`src/rtl/sqrt_pkg.sv`:
```
// Shared types and elaboration helpers for the iterative square-root unit.
package sqrt_pkg;

   typedef enum logic [1:0] {
      IDLE = 2'd0,
      BUSY = 2'd1,
      DONE = 2'd2
   } state_e;

   // Root width for a given operand width.
   function automatic int root_w(input int width);
      return width / 2;
   endfunction

   // Step-counter width: clog2 of the number of BUSY cycles, never below 1 bit.
   function automatic int cnt_w(input int width, input int steps);
      int n;
      n = (width / 2) / steps;
      return (n <= 1) ? 1 : $clog2(n);
   endfunction

   // Legal parameter combination: even width of at least 4, STEPS dividing the root width.
   function automatic bit params_ok(input int width, input int steps);
      return (width >= 4) && (width % 2 == 0) && (steps >= 1) && ((width / 2) % steps == 0);
   endfunction

endpackage

```
`src/rtl/sqrt_step.sv`:
```
// One restoring square-root iteration: consumes the next operand bit pair,
// resolves one root bit and updates the partial remainder.
module sqrt_step #(
   parameter int ROOT_W = 8
) (
   input  logic [ROOT_W:0]   rem_i,
   input  logic [ROOT_W-1:0] root_i,
   input  logic [1:0]        bits_i,
   output logic [ROOT_W:0]   rem_o,
   output logic [ROOT_W-1:0] root_o
);

   logic [ROOT_W+2:0] trial;
   logic [1:0]        unused_hi;

   // Trial subtract {rem, bits} - {root, 01}; keep it when non-negative, else restore.
   always_comb begin
      trial = {rem_i, bits_i} - {1'b0, root_i, 2'b01};
      unused_hi = '0;
      rem_o = '0;
      root_o = '0;
      if (!trial[ROOT_W+2]) begin
         {unused_hi, rem_o} = trial;
         root_o = {root_i[ROOT_W-2:0], 1'b1};
      end else begin
         // The restored value always fits ROOT_W+1 bits because rem <= 2*root.
         {unused_hi, rem_o} = {rem_i, bits_i};
         root_o = {root_i[ROOT_W-2:0], 1'b0};
      end
   end

endmodule

```
`src/rtl/sqrt_iter.sv`:
```
// Multi-cycle integer square root, STEPS root bits per clock, valid/ready on
// both sides. Returns floor(sqrt(x)) and the remainder x - root^2.
//
//   state | meaning
//   IDLE  | in_ready high, waiting for an operand
//   BUSY  | applying STEPS iterations per clock, counter runs N-1 down to 0
//   DONE  | out_valid high, result held until out_ready
module sqrt_iter
   import sqrt_pkg::*;
#(
   parameter int WIDTH = 16,
   parameter int STEPS = 1,
   parameter int TAG_W = 4
) (
   input  logic               clk,
   input  logic               rst_n,
   input  logic               in_valid,
   output logic               in_ready,
   input  logic [WIDTH-1:0]   in_x,
   input  logic [TAG_W-1:0]   in_tag,
   output logic               out_valid,
   input  logic               out_ready,
   output logic [WIDTH/2-1:0] out_root,
   output logic [WIDTH/2:0]   out_rem,
   output logic [TAG_W-1:0]   out_tag,
   output logic               busy
);

   localparam int ROOT_W = root_w(WIDTH);
   localparam int N      = ROOT_W / STEPS;
   localparam int CNT_W  = cnt_w(WIDTH, STEPS);
   localparam logic [CNT_W-1:0] CNT_LOAD = CNT_W'(N - 1);

   if (!params_ok(WIDTH, STEPS)) begin : g_param_err
      $error("sqrt_iter: WIDTH must be even and >= 4, STEPS must divide WIDTH/2");
   end

   state_e            state_q, state_d;
   logic [WIDTH-1:0]  op_q, op_d;
   logic [ROOT_W:0]   rem_q, rem_d;
   logic [ROOT_W-1:0] root_q, root_d;
   logic [CNT_W-1:0]  cnt_q, cnt_d;
   logic [TAG_W-1:0]  tag_q, tag_d;
   logic              in_ready_q, in_ready_d;
   logic              out_valid_q, out_valid_d;
   logic              busy_q, busy_d;

   logic [ROOT_W:0]   rem_c  [STEPS+1];
   logic [ROOT_W-1:0] root_c [STEPS+1];

   assign rem_c[0]  = rem_q;
   assign root_c[0] = root_q;

   // Chain of STEPS iterations, each eating the next-most-significant operand bit pair.
   for (genvar i = 0; i < STEPS; i++) begin : g_chain
      sqrt_step #(.ROOT_W(ROOT_W)) u_step (
         .rem_i  (rem_c[i]),
         .root_i (root_c[i]),
         .bits_i (op_q[WIDTH-1-2*i -: 2]),
         .rem_o  (rem_c[i+1]),
         .root_o (root_c[i+1])
      );
   end

   // Next-state and datapath updates; handshake outputs follow the next state.
   always_comb begin
      state_d = state_q;
      op_d    = op_q;
      rem_d   = rem_q;
      root_d  = root_q;
      cnt_d   = cnt_q;
      tag_d   = tag_q;
      case (state_q)
         IDLE: begin
            if (in_valid) begin
               op_d    = in_x;
               tag_d   = in_tag;
               rem_d   = '0;
               root_d  = '0;
               cnt_d   = CNT_LOAD;
               state_d = BUSY;
            end
         end
         BUSY: begin
            rem_d  = rem_c[STEPS];
            root_d = root_c[STEPS];
            op_d   = op_q << (2 * STEPS);
            if (cnt_q == '0) begin
               state_d = DONE;
            end else begin
               cnt_d = cnt_q - CNT_W'(1);
            end
         end
         DONE: begin
            if (out_ready) begin
               state_d = IDLE;
            end
         end
         default: state_d = IDLE;
      endcase
      in_ready_d  = (state_d == IDLE);
      out_valid_d = (state_d == DONE);
      busy_d      = (state_d != IDLE);
   end

   // State, datapath and registered handshake outputs; reset aborts any operation.
   always_ff @(posedge clk or negedge rst_n) begin
      if (!rst_n) begin
         state_q     <= IDLE;
         op_q        <= '0;
         rem_q       <= '0;
         root_q      <= '0;
         cnt_q       <= '0;
         tag_q       <= '0;
         in_ready_q  <= 1'b1;
         out_valid_q <= 1'b0;
         busy_q      <= 1'b0;
      end else begin
         state_q     <= state_d;
         op_q        <= op_d;
         rem_q       <= rem_d;
         root_q      <= root_d;
         cnt_q       <= cnt_d;
         tag_q       <= tag_d;
         in_ready_q  <= in_ready_d;
         out_valid_q <= out_valid_d;
         busy_q      <= busy_d;
      end
   end

   assign in_ready  = in_ready_q;
   assign out_valid = out_valid_q;
   assign busy      = busy_q;
   assign out_root  = root_q;
   assign out_rem   = rem_q;
   assign out_tag   = tag_q;

endmodule

```
`config.mk`:
```
export PLATFORM = sky130hd
export DESIGN_NAME = sqrt_iter
export DESIGN_NICKNAME = d
export VERILOG_FILES = /design/src/rtl/sqrt_pkg.sv /design/src/rtl/sqrt_step.sv /design/src/rtl/sqrt_iter.sv
export SDC_FILE = /design/constraint.sdc
export NUM_CORES = 1
export LEC_CHECK = 0
export CAP_MARGIN = 20
export CORE_ASPECT_RATIO = 1.1
export CORE_UTILIZATION = 25
export DETAILED_ROUTE_END_ITERATION = 16
export PLACE_DENSITY = 0.47
export SYNTH_ARGS = -nofsm -noshare
export SYNTH_HDL_FRONTEND = slang
export SYNTH_SLANG_ARGS = --single-unit
```
`constraint.sdc`:
```
create_clock -name clk -period 2.3 [get_ports clk]
set_input_delay 0.46 -clock clk [delete_from_list [all_inputs] [get_ports clk]]
set_output_delay 0.46 -clock clk [all_outputs]
set_load 0.02 [all_outputs]
```
# --- Word level (Yosys, flattened, before mapping) ---
# Cells that the tools add are included.
classes:
  addsub: 2
  eq_ne: 5
  n_mux: 15
  reduce_logical: 8
ops:
  columns: ["cell", "count"]
  rows:
  - ["case mux 16 bit (2 select lines)", 1]
  - ["two-way mux 9 bit", 2]
  - ["case mux 9 bit (2 select lines)", 1]
  - ["two-way mux 16 bit", 1]
  - ["case mux 8 bit (2 select lines)", 1]
  - ["subtractor 11 x 10 -> 11 bit", 1]
  - ["two-way mux 8 bit", 1]
  - ["two-way mux 2 bit", 3]
  - ["two-way mux 3 bit", 2]
  - ["case mux 2 bit (3 select lines)", 1]
  - ["case mux 3 bit (2 select lines)", 1]
  - ["equality test 2 bit, second input constant", 2]
  - ["zero test 2 bit", 2]
  - ["inequality test 2 bit, second input constant", 2]
  - ["AND reduction 2 bit", 2]
  - ["nonzero test 2 bit", 2]
  - ["zero test 3 bit", 1]
  - ["AND reduction 3 bit", 1]
  - ["subtractor 3 x 1 -> 3 bit, second input constant", 1]
  - ["equality test 2 x 1 -> 1 bit, second input constant", 1]
  - ["two-way mux 1 bit", 1]
totals:
  register_bits: 45
  in_bits: 24
  output_inout_bits: 24
  elab_cells: 39

# --- Depth between registers and ports, before layout ---
logic_depth:
  depth_word: 4
  depth_mapped: 9
  mapped_depth_nobuf: 8

# --- Hierarchy ---
# From an unflattened synthesis, not the netlist that was laid out.
hier_totals:
  hier_cells: 234
  hier_area_um2: 2701.3
modules_own_cells:
  columns: ["mod", "instances", "cells_per_inst", "area_each_um2", "seq_area_each_um2"]
  rows:
  - ["sqrt_iter", 1, 159, 2115.8, 1127.3]
  - ["sqrt_step", 1, 75, 585.6, 0.0]

# --- Worst setup path after synthesis ---
# Ideal clock, no wire load.
synth_timing:
  path_kind: "reg2reg"
  from: "register root_q[0], in the netlist out_root[0]"
  to: "register rem_q[3], in the netlist out_rem[3]"
  setup_time_ns: 0.126
  arrival_time_ns: 2.106
  t_required_ns: 2.174
  path_slack_ns: 0.068
  path_stages_with_launch: 10
  path_buffers: 1
  synth_period_minus_slack_ns: 2.232
  path_cell_list: "dfrtp_1 > inv_1 > ha_1 > nor2b_4 > o31a_4 > o2111ai_2 > nand3b_2 > and2_4 > buf_6 > a221o_1"
synth_between:
  elab_chain_len: 3
synth_rtl:
  columns: ["element", "line", "source"]
  rows:
  - ["start: declaration", "sqrt_iter.sv:41", "logic [ROOT_W-1:0] root_q, root_d;"]
  - ["start signal: assignment", "sqrt_iter.sv:122", "root_q <= root_d;"]
  - ["subtractor 11 x 10 -> 11 bit", "sqrt_step.sv:18", "trial = {rem_i, bits_i} - {1'b0, root_i, 2'b01};"]
  - ["two-way mux 9 bit", "sqrt_step.sv:22", "if (!trial[ROOT_W+2]) begin"]
  - ["case mux 9 bit (2 select lines)", "sqrt_iter.sv:73", "case (state_q)"]
  - ["end signal: assignment", "sqrt_iter.sv:121", "rem_q <= rem_d;"]
  - ["end: declaration", "sqrt_iter.sv:40", "logic [ROOT_W:0] rem_q, rem_d;"]
# No other way between the ends.
# A chain may end at the register's enable or synchronous reset.

# --- Final worst setup path ---
layout_timing:
  from: "register rem_q[4], in the netlist out_rem[4]"
  to: "register rem_q[2], in the netlist out_rem[2]"
layout_between:
  elab_chain_len: 3
layout_rtl:
  columns: ["element", "line"]
  rows:
  - ["subtractor 11 x 10 -> 11 bit", "sqrt_step.sv:18"]
  - ["two-way mux 9 bit", "sqrt_step.sv:22"]
  - ["case mux 9 bit (2 select lines)", "sqrt_iter.sv:73"]
# No other way between the ends.

==> out/qor.csv <==
stage;metric;value;unit
worst_setup_path;timing.critical_path.fanout_max;11;
power_and_ir_drop;total_leakage_power;1.43;nW
synth;yosys.cell_types.count;53;
timing;setup_repair_after_global_routing_missed_its_margin;no;
worst_setup_path;setup.worst_path.start_class;flop;
synth;fraction_of_synthesis_flops_using_an_asynchronous_set_or_reset_pin;1.00;
global_routing;antenna_found_initial;0;
floorplan;floorplan.initialDensity;0.260;
synth;yosys_most_used_dff;sky130_fd_sc_hd__dfrtp_1;
global_routing;grt_first_pass_wirelength;10.4;mm
route;wl;6.03;mm
finish;antenna-diode-count;0;
power_and_ir_drop;power_frac_clock;0.101;
timing;totalNegativeSetupSlack;0;ps
finish;sequential_cell_area;1130;um2
timing;setup_viol_count_final;0;
place;dpl_cell_area;3110;um2
route;first_pass_iters;4;
synth;syn_nets;285;
power_and_ir_drop;switching_share;0.444;
place;gp_routability_congestion;0.810;
global_routing;grt_util_met2;0.223;
flow_run;number_of_max_capacitance_violations_reported;0;
clocking;clock_insertion_delay_worst_skew;310;ps
clocking;clock_path_buffers;2;
synth;synth-edff-count;0;
power_and_ir_drop;combPwrFrac;0.634;
synth;synth_warnings;0;
synth;post-synth-top-count-cell;sky130_fd_sc_hd__dfrtp_1;
route;drt-wirelength-per-cell;14.3;um
timing;achievable_freq;454;MHz
clocking;cts.reportedPaths.clkPinSlew;100;ps
global_routing;first_global_vias;2169;
clocking;tritoncts_sink_count;45;
place;port_buffers;47;
outcome;outcome;complete, no violations;
power_and_ir_drop;share_seq_of_total_power;0.265;
finish;area_growth;32.8;%
worst_setup_path;setup.worst_path.class;flop to flop;
synth;yosys.area.top_type_share;0.449;
timing;final_hold_viol_count;0;
timing;post-route-period-util;0.958;
route;detailedRoute.firstIterationViolations;57;
power_and_ir_drop;p_per_area;1680;nW/um2
finish;fin_util;0.345;
worst_hold_path;worstHoldPathType;input pin to asynchronous set/reset pin;
synth;avgSynthCellArea;9.80;um2
synth;register_area_share_after_synthesis;0.460;
timing;maxSlewViolCount;0;
clocking;tritoncts;done;
power_and_ir_drop;power.switching;2.42;mW
floorplan;floorplan.die.height;106;um
global_routing;grt_use_total;0.131;
power_and_ir_drop;worst_ir_drop_vdd;418;uV
timing;final.min_clock_period;2200;ps
clocking;cts_max_level;2;
synth;synth_common_cells;sky130_fd_sc_hd__dfrtp_1 (44), sky130_fd_sc_hd__nand2_1 (34), sky130_fd_sc_hd__o21ai_0 (25);
finish;layout.filler_cells;1025;
floorplan;std_cell_rows;37;
global_routing;grt_remaining_overflow;0;
worst_setup_path;endpoint_kind;flop;
route;vias;2020;
place;place_hpwl;4.44;mm
worst_setup_path;worst_ep_arrival_time;2400;ps
finish;multi_input_area;1230;um2
clocking;cts_buffers;5;
finish;post_layout_nets;338;
synth;synth_top_cell_by_area;sky130_fd_sc_hd__dfrtp_1;
floorplan;design.die.area;10200;um2
global_routing;grt_max_degree;42;
timing;worst_hold_slack;151;ps
timing;worst_pin_slew;656;ps
floorplan;die_w;96.4;um
synth;netlist_top_cells_area;sky130_fd_sc_hd__dfrtp_1 (45%), sky130_fd_sc_hd__ha_1 (5.6%), sky130_fd_sc_hd__nand2_1 (5.2%);
clocking;ctsRootBufferMaster;sky130_fd_sc_hd__clkbuf_8;
timing;worst_clock_skew;16.3;ps
worst_setup_path;cp.required;2490;ps
synth;synth_cells;250;
floorplan;core_area;9440;um2
finish;drive_gt1_frac;0.151;
route;drt-vias-per-instance;4.80;
timing;maxSlewHeadroom;0.563;
route;antenna_violating_nets_left;0;
global_routing;grt.met1_usage;0.158;
floorplan;ioPinCount;48;
synth;synth.ff_latch_count;45;
finish;post-route-cell-area;3250;um2
power_and_ir_drop;cell_internal_power_dissipation;3.04;mW
global_routing;global_route.peak_usage_layer;met2;
route;remaining_drc_errors;0;
global_routing;met3_routing_resource_usage_after_global_routing;0.0310;
synth;synth.cell_area;2450;um2
==> per-stage QoR <==
stage               setup slack [ps]  cells  power (mW)
floorplan                       68.2    250        3.80
global placement                 124    413        4.81
detailed placement              94.0    413        4.83
CTS                             77.6    421        5.41
global route                    1.09    421        5.95
finish                          97.3    421        5.46
==> layer usage <==
| layer | part of all wire | routed length, um |
|---|---|---|
| met3 | 0.050 | 302 |
| met5 | 0 | 0 |
| met4 | 0.021 | 129 |
| met2 | 0.49 | 2960 |
| met1 | 0.44 | 2640 |
==> layout by cell type (no fill, tap or decap), types with 4 or more instances in the layout <==
master	n
sky130_fd_sc_hd__mux2i_1	11
sky130_fd_sc_hd__inv_1	16
sky130_fd_sc_hd__a221o_1	4
sky130_fd_sc_hd__nor2b_1	5
sky130_fd_sc_hd__o21ai_0	25
sky130_fd_sc_hd__buf_4	11
sky130_fd_sc_hd__nor2_1	9
sky130_fd_sc_hd__a21oi_1	13
sky130_fd_sc_hd__clkdlybuf4s50_1	46
sky130_fd_sc_hd__mux2_2	4
sky130_fd_sc_hd__nand2_1	34
sky130_fd_sc_hd__dfrtp_1	44
sky130_fd_sc_hd__ha_1	10
sky130_fd_sc_hd__clkbuf_8	6
==> registers in the layout, indices dropped and copies added (netlist names) <==
signal	count
op_q	16
out_rem	9
out_root	8
out_tag	4
cnt_q	3
state_q	2
busy	1
in_ready	1
out_valid	1
==> cell type report <==
| cell class | count | share of cell area |
|---|---|---|
| Multi-Input combinational cell | 175 | 0.379 |
| Timing Repair Buffer | 60 | 0.181 |
| Tap cell | 117 | 0.0450 |
| Clock buffer | 6 | 0.0254 |
| Clock inverter | 2 | 0.00500 |
| Sequential cell | 45 | 0.346 |
| Inverter | 16 | 0.0185 |
==> repair_timing <==
| action | CTS | global route |
|---|---|---|
| hold buffers | 0 | 0 |
| setup endpoints to repair | 0 | 9 |
| buffers inserted | 0 | 0 |
| resized for setup | 0 | 5 |
==> worst paths after layout <==
| kind | from | endpoint | slack (ps) | cells after the start |
|---|---|---|---|---|
| min in group clk | cnt_q[0] | cnt_q[0] | 480 | 1 |
| hold reg to reg | cnt_q[0] | cnt_q[0] | 480 | 1 |
| setup / recovery | out_rem[4] | out_rem[2] | 100 | 6 |
| setup reg to reg | out_rem[4] | out_rem[2] | 100 | 6 |
| hold / removal | rst_n | op_q[1] | 150 | 1 |
| max in group asynchronous | rst_n | in_ready | 1560 | 2 |
==> cell families (layout without fill, tap and decap cells) <==
| family | after synthesis | count (layout) | share of synthesized area |
|---|---|---|---|
| AOI/OAI and AO/OA | 73 | 73 | 0.203 |
| and+or+nand+nor | 73 | 73 | 0.150 |
| DFF | 45 | 45 | 0.460 |
| buffers and inverters | 30 | 84 | 0.0567 |
| muxes | 15 | 15 | 0.0633 |
| adders and majority gates | 11 | 11 | 0.0562 |
| xor gates and xnor gates | 3 | 3 | 0.0107 |
==> power groups by stage <==
stage | Combinational (mW) | Clock, mW | Sequential [mW]
after global routing | 3.85 | 0.601 | 1.50
after floorplan | 2.19 | 0 | 1.61
after detailed placement | 3.37 | 0 | 1.46
final | 3.47 | 0.553 | 1.45
after global placement | 3.35 | 0 | 1.46
after CTS | 3.39 | 0.570 | 1.45
==> critical path, stage by stage, from the launching register on <==
cell and delay (ps):
sky130_fd_sc_hd__dfrtp_1 450, sky130_fd_sc_hd__ha_1 430, sky130_fd_sc_hd__and3_1 280, sky130_fd_sc_hd__o2111ai_4 160, sky130_fd_sc_hd__a21bo_4 290, sky130_fd_sc_hd__and2_4 190, sky130_fd_sc_hd__a221o_1 290
Power figures use the tool's default switching activity.
